## config.mk

```make
export PLATFORM = sky130hd
export DESIGN_NAME = sync_ram
export DESIGN_NICKNAME = d
export VERILOG_FILES = /design/src/rtl/sync_ram.sv
export SDC_FILE = /design/constraint.sdc
export NUM_CORES = 1
export LEC_CHECK = 0
export CELL_PAD_IN_SITES_DETAIL_PLACEMENT = 0
export CELL_PAD_IN_SITES_GLOBAL_PLACEMENT = 1
export CORE_UTILIZATION = 45
export DETAILED_ROUTE_END_ITERATION = 6
export GPL_TIMING_DRIVEN = 0
export PLACE_DENSITY_LB_ADDON = 0.1
export SETUP_SLACK_MARGIN = 0.4
export SYNTH_ARGS = -nofsm -noshare
export SYNTH_HDL_FRONTEND = slang
export SYNTH_SLANG_ARGS = --single-unit
export TNS_END_PERCENT = 10
```

## constraint.sdc

```tcl
create_clock -name clock -period 5.65 [get_ports clock]
set_clock_uncertainty 0.1 [all_clocks]
set_input_delay 1.13 -clock clock [delete_from_list [all_inputs] [get_ports clock]]
set_output_delay 1.13 -clock clock [all_outputs]
set_load 0.01 [all_outputs]
```

## src/rtl/sync_ram.sv

```systemverilog
// Single-port synchronous RAM with byte-lane writes, registered read port and
// a clear engine that zeroes the array after reset or on request.
module sync_ram #(
  parameter int unsigned DATA_WIDTH = 32,
  parameter int unsigned ADDR_WIDTH = 5
) (
  input  logic                    clock,
  input  logic                    reset_n,
  input  logic                    chip_select,
  input  logic                    we,
  input  logic [DATA_WIDTH/8-1:0] byte_en,
  input  logic [ADDR_WIDTH-1:0]   address,
  input  logic [DATA_WIDTH-1:0]   data_in,
  input  logic                    clear,
  output logic [DATA_WIDTH-1:0]   data_out,
  output logic                    data_valid,
  output logic                    busy
);

  localparam int unsigned DEPTH = 2 ** ADDR_WIDTH;
  localparam int unsigned LANES = DATA_WIDTH / 8;

  typedef enum logic {
    S_CLEAR,
    S_IDLE
  } state_t;

  state_t                  state;
  logic [ADDR_WIDTH-1:0]   clr_addr;
  logic [DATA_WIDTH-1:0]   mem [DEPTH];

  logic accept;
  logic wr_en;
  logic rd_en;

  // clear has priority over any access presented in the same cycle
  assign accept = chip_select && (state == S_IDLE) && !clear;
  assign wr_en  = accept && we;
  assign rd_en  = accept && !we;
  assign busy   = (state == S_CLEAR);

  always_ff @(posedge clock) begin
    if (!reset_n) begin
      state      <= S_CLEAR;
      clr_addr   <= '0;
      data_out   <= '0;
      data_valid <= 1'b0;
    end else begin
      data_valid <= rd_en;
      if (rd_en) begin
        data_out <= mem[address];
      end
      case (state)
        S_CLEAR: begin
          if (clr_addr == '1) begin
            state    <= S_IDLE;
            clr_addr <= '0;
          end else begin
            clr_addr <= clr_addr + ADDR_WIDTH'(1);
          end
        end
        S_IDLE: begin
          if (clear) begin
            state    <= S_CLEAR;
            clr_addr <= '0;
          end
        end
        default: begin
          state    <= S_CLEAR;
          clr_addr <= '0;
        end
      endcase
    end
  end

  // Array carries no reset; the sweep zeroes it starting the first edge after reset
  always_ff @(posedge clock) begin
    if (reset_n) begin
      if (state == S_CLEAR) begin
        mem[clr_addr] <= '0;
      end else if (wr_en) begin
        for (int unsigned i = 0; i < LANES; i++) begin
          if (byte_en[i]) begin
            mem[address][i*8 +: 8] <= data_in[i*8 +: 8];
          end
        end
      end
    end
  end

endmodule

```

==> results of run 1 <==
## routing by layer
metal / track usage (%) / routed length, um
met1: 36.17 / 53430
met5: 0 / 28
met3: 6.331 / 9727
met4: 8.388 / 4042
met2: 42.58 / 59300
## path summary, 6_finish.rpt
path                      from  slack, ns           end
hold reg to reg   data_out[28]       0.44  data_out[28]
hold / removal    data_out[28]       0.44  data_out[28]
setup / recovery         clear       0.56   mem[12][20]
setup reg to reg         state       1.22   mem[12][20]
## state kept, by name (all words and copies together), names as in the netlist
register / flops
data_valid: 1
mem: 1024
state: 1
data_out: 32
clr_addr: 5
## through the flow
stage / hold slack (ns) / TNS (ns) / setup WS, ns
finish: 0.4446 / 0 / 0.5603
detailed placement: 0.4265 / -10.90 / -0.1002
global route: 0.4933 / 0 / 0.4773
floorplan: 0.4075 / 0 / 2.435
global placement: 0.4354 / 0 / 0.06121
CTS: 0.4480 / 0 / 0.6174
## power breakdown
| group | leakage, nW | switching (W) | internal [W] |
|---|---|---|---|
| logic | 5.20 | 0.000580 | 0.000290 |
| clock network | 1.80 | 0.00303 | 0.00437 |
| registers | 9.81 | 0.0000106 | 0.00856 |
## final cells by class
| cell class | count | area (um2) |
|---|---|---|
| plain buffers | 157 | 962.2 |
| well taps | 1243 | 1555 |
| fillers | 7457 | 43850 |
| flip-flops and latches | 1063 | 31530 |
| multi-input cells | 1255 | 9642 |
| repair buffers | 82 | 842.1 |
| inverters | 1 | 3.754 |
| clock inverters | 62 | 650.6 |
| clock buffers | 145 | 3039 |
| diodes | 1 | 2.502 |
## worst max-delay path: stages
cell and delay [ns]:
clkdlybuf4s50_1 0.61, nand3b_1 0.31, nor3_2 0.53, buf_2 0.32, buf_2 0.49, clkbuf_1 0.74
and2_1 1.12
## cell families after synthesis
| group | synth area share (%) |
|---|---|
| DFF | 74.92 |
| muxes | 12.23 |
| AOI/OAI and AO/OA | 7.421 |
| and+or+nand+nor | 3.077 |
| buffers and inverters | 2.295 |
| adders and majority gates | 0.05945 |
## layout by cell type, fill, tap and decap left out, drive strengths merged, types with 10 or more instances in the layout
master,instances
or4,33
nand2,15
clkinv,40
mux2i,513
nor3,10
clkbuf,228
nor2,140
clkdlybuf4s50,78
a21oi,163
a31oi,13
nor2b,10
dfxtp,39
and2,35
edfxtp,1024
bufinv,13
o21ai,34
a22oi,256
buf,78
==> reports/results.ini, run 1 <==
[placement]
place_congestion=0.8537
portBuffers=78
placed_area_mm2=0.04451
dp.cells=3800
dp_hpwl_um=84170

[logic_synthesis]
synth_seq_area_share_pct=74.92
syn_area_mm2=0.04209
synth_top_area_share_pct=73.06
synth_area_leader_cell=edfxtp_1
syn_area_per_cell_um2=17.00
synthArstFlopShare_pct=0
syn_inst=2476
syn_nets=2524
ys_types=38
synthTopCellsByArea=edfxtp_1 73%, mux2i_1 12%, a22oi_1 4.6%
synth-seq-cells=1063
ys_warn_count=0
synth_most_common_cell=edfxtp_1
synth_commonest_cells=1,024 x edfxtp_1, 513 x mux2i_1, 256 x a22oi_1, 163 x a21oi_1, 140 x nor2_1
synth_top_flop_cell=edfxtp_1
synth_edf_count=1024

[worst_setup_path]
start_kind=primary input
cp-end-kind=flop
critPathKind=in -> reg
cp.required_ns=5.84
arrival_ns=5.28
rr_worst_depth=6
crit_fanout=32

[routing]
dr.pass1.iters=5
drc_errors=0
finalWirelength_um=126500
drt_iter0_drc=2195
vias=23620
post_drt_via_cell_ratio=5.891
wire_per_inst_um=31.56
detail-route-antenna-nets=0

[sta]
fmax_mhz=196.5
worst_slew_pin_slew_ns=1.415
period_needed_ns=5.090
relSlewSlack_pct=5.654
min_period_over_period_pct=90.08
hold_violations=0
setup_viol=0
slew_violations=0
grt_setup_unrepaired=false

[floorplanning]
fp.dieH_um=307.8
fp-row-count=111
core-area_mm2=0.09208
io_pins=80
die_w_um=307.8
die_area_mm2=0.09475
initial_core_util_pct=45.71

[outcome]
status=finished clean

[global_routing]
track_usage_pct=26.70
antenna_found_initial=10
grt_max_degree=33
grt_first_pass_wirelength_um=173800
grt_pass1_vias=23240
grt_overflow=0

[clocking]
post_cts_buffers=0
clock_path_buffers=3
cts_max_level=3
clk_transition_reported_paths_ns=0.06
cts_sinks=1063
cts_resized=0
cts_tree=built
root_buffer=clkbuf_16
clock_latency_ns=0.68
cts_made_buffers=110
hold_buffers=0

[layout]
layout.cells.non_filler=4009
layout.nets=2718
fin_util_pct=52.38
area_growth_pct=14.59
design_area_mm2=0.04823
drive_above_1_share_pct=9.512

[power]
p_total_w=0.01683
powerDensity_mw_per_mm2=349.0
peakVddDrop_mv=0.2403
leakagePower_nw=16.81

[hold_path]
hold_path.class=reg -> reg
min_delay_path_depth=2

[flow_run]
maxCapViolations=0

No activity file was read; power rests on OpenSTA's default activity.
==> inputs of run 2 (changes only) <==
--- a/config.mk
+++ b/config.mk
@@ -7,7 +7,7 @@
 export LEC_CHECK = 0
 export CELL_PAD_IN_SITES_DETAIL_PLACEMENT = 0
 export CELL_PAD_IN_SITES_GLOBAL_PLACEMENT = 1
-export CORE_UTILIZATION = 45
+export CORE_UTILIZATION = 54
 export DETAILED_ROUTE_END_ITERATION = 6
 export GPL_TIMING_DRIVEN = 0
 export PLACE_DENSITY_LB_ADDON = 0.1
==> constraint.sdc (replaced) <==
create_clock -name clock -period 4.83 [get_ports clock]
set_clock_uncertainty 0.1 [all_clocks]
set_input_delay 0.966 -clock clock [delete_from_list [all_inputs] [get_ports clock]]
set_output_delay 0.966 -clock clock [all_outputs]
set_load 0.01 [all_outputs]
==> run 2 against run 1 <==
Critical path depth stayed put. Non-clock buffer count decreased by 2. Total power up 15%. Sequential power rose by 17%. Worst hold slack improved by 0.0030 ns. First-iteration DRC count up 21%. Highest routed layer unchanged.
==> reports/results.ini, run 2 (synthesis results as in run 1) <==
[floorplanning]
initial_core_util_pct=54.42  ; was 45.71%
die_w_um=281.2  ; was 307.8 um
core-area_mm2=0.07734  ; was 0.09208 mm2
die_area_mm2=0.07906  ; was 0.09475 mm2
fp-row-count=102  ; was 111
fp.dieH_um=281.2  ; was 307.8 um
io_pins=80  ; unchanged

[layout]
reg.largest.list=mem x1024, data_out x32, clr_addr x5  ; unchanged
drive_above_1_share_pct=9.721  ; was 9.512%
fill_cells=5705  ; was 7,457
area_growth_pct=13.56  ; was 14.59%
top_register=mem  ; unchanged
final_cell_mix=1,024 x edfxtp_1, 513 x mux2i_1, 256 x a22oi_1  ; unchanged
layout.nets=2713  ; was 2,718
layout_commonest_cell=edfxtp_1  ; unchanged
largest_register_ffs=1024  ; unchanged

[power]
power.switching_w=0.004145  ; was 0.003617 W
combinationalPowerShare_pct=5.2  ; about the same
leakagePower_nw=16.75  ; was 16.81 nW
swShare_pct=21.41  ; was 21.49%
seqPwrFrac_pct=51.8  ; was 50.9%
powerDensity_mw_per_mm2=405.0  ; was 349.0 mW/mm2
peakVddDrop_mv=0.3593  ; was 0.2403 mV
clock_power_share_pct=43.0  ; was 43.9%
p_total_w=0.01935  ; was 0.01683 W
intPower_w=0.01521  ; was 0.01321 W

[routing]
top_layer=met5  ; unchanged
dr.pass1.iters=7  ; was 5
finalWirelength_um=121100  ; was 126,500 um
detail-route-antenna-nets=0  ; unchanged
route.met2.wl_um=57030  ; was 59,300 um
wl_met1_um=49380  ; was 53,430 um
drc_errors=0  ; unchanged
drt_iter0_drc=2647  ; was 2,195
wire_per_inst_um=31.87  ; was 31.56 um
post_drt_via_cell_ratio=6.300  ; was 5.891
vias=23940  ; was 23.62k
met3_length_um=10490  ; was 9727 um

[global_routing]
antenna_found_initial=5  ; was 10
grt_overflow=0  ; unchanged
grt_max_degree=33  ; unchanged
grt_first_pass_wirelength_um=167700  ; was 173,800 um
grt_pass1_vias=23250  ; was 23.24k
track_usage_pct=30.83  ; was 26.70%

[outcome]
status=finished clean  ; unchanged

[sta]
grt_setup_unrepaired=false  ; unchanged
slew_violations=0  ; unchanged
period_needed_ns=4.400
min_period_over_period_pct=91.10
worst_slew_pin_slew_ns=1.327  ; was 1.415 ns
fin_ws_ns=0.4301  ; was 0.5603 ns
setup_viol=0  ; unchanged
relSlewSlack_pct=11.57  ; was 5.654%
hold_violations=0  ; unchanged
fmax_mhz=227.3

[clocking]
hold_buffers=0  ; unchanged
cts_made_buffers=107  ; was 110
root_buffer=clkbuf_16  ; unchanged
cts_max_level=3  ; unchanged
post_cts_buffers=0  ; unchanged
cts_tree=built  ; unchanged
clock_latency_ns=0.68  ; about the same
clk_transition_reported_paths_ns=0.06  ; about the same
clock_path_buffers=3  ; unchanged
cts_sinks=1063  ; unchanged

[worst_setup_path]
cp-end-kind=flop  ; unchanged
start_kind=primary input  ; unchanged
arrival_ns=4.59  ; was 5.28 ns
cp.required_ns=5.02  ; was 5.84 ns
crit_fanout=10  ; was 32
critPathKind=in -> reg  ; unchanged

[placement]
place_congestion=0.9121  ; was 0.8537
portBuffers=78  ; unchanged
dp_slack_ns=-0.6247  ; was -0.1002 ns
dp_hpwl_um=80070  ; was 84,170 um

[flow_run]
maxCapViolations=0  ; unchanged

[hold_path]
hold_path.class=reg -> reg  ; unchanged

## run 2: changes by cell type in the layout (fill, tap and decap cells not counted)
cell        before  now
clkinvlp_4       7    1
buf_6           25   24
bufinv_16       13   11
clkbuf_1       106  108
and2_2           1   20
clkbuf_16      114  110
and2_1          34   15
diode_2          1    2
clkinv_2        22   21
clkinv_1        17   21
buf_16           1    0
inv_16           0    1
## run 2: power groups by stage
stage          Clock [W]  Sequential, W  Combinational (W)
3_3_place_gp           0         0.0102           0.000966
3_5_place_dp           0         0.0102           0.000979
6_report         0.00833         0.0100            0.00100
2_1_floorplan          0         0.0102           0.000579
5_1_grt          0.00870         0.0100            0.00103
4_1_cts          0.00835         0.0100           0.000983
## run 2: final timing paths
| check | startpoint | endpoint | slack, ns | cells after the start |
|---|---|---|---|---|
| setup / recovery | clear | mem[27][26] | 0.43 | 7 |
| hold / removal | data_out[10] | data_out[10] | 0.45 | 2 |
| setup reg to reg | state | mem[27][26] | 1.10 | 6 |
| hold reg to reg | data_out[10] | data_out[10] | 0.45 | 2 |
## run 2: critical path, cell delays in order
cell	delay [ns]
clkdlybuf4s50_1	0.64
nand3b_1	0.33
nor3_2	0.34
mux2i_1	0.59
nand2_1	0.41
clkbuf_1	0.36
nor2_1	0.93
## run 2: layer usage
| metal | GRT usage [%] | vias up |
|---|---|---|
| met5 | 0 | - |
| met4 | 10.28 | 2 |
| met3 | 7.058 | 217 |
| met2 | 48.85 | 1126 |
| met1 | 42.23 | 12360 |
| li1 | - | 10230 |
## run 2: stage by stage
step | setup TNS, ns | area, um2 | hold slack [ns] | util [%] | instances
final | 0 | 47790 | 0.4476 | 61.80 | 3799
after global routing | 0 | 47790 | 0.4868 | 61.79 | 3797
after CTS | 0 | 47770 | 0.4491 | 61.76 | 3797
after detailed placement | -255.10 | 44240 | 0.4273 | 57.20 | 3596
after global placement | -215.70 | 44170 | 0.4278 | 57.11 | 3594
after floorplan | 0 | 42090 | 0.4075 | - | 2476
## run 2: final cells by class
| cell class | count | area [um2] | share of cell area (%) |
|---|---|---|---|
| sequential | 1063 | 31530 | 65.97 |
| multi-input combinational | 1255 | 9666 | 20.22 |
| clock buffer | 143 | 2947 | 6.165 |
| tap | 1040 | 1301 | 2.723 |
| buffer | 157 | 962.2 | 2.013 |
| timing repair buffer | 80 | 803.3 | 1.681 |
| clock inverter | 58 | 575.6 | 1.204 |
| antenna | 2 | 5.005 | 0.01047 |
| inverter | 1 | 3.754 | 0.007854 |
## run 2: what timing repair did
| item | CTS | global route |
|---|---|---|
| hold endpoints to repair | 0 | 0 |
| pin swaps | 0 | 0 |
| setup endpoints to repair | 448 | 576 |
| resized for setup | 2 | 18 |
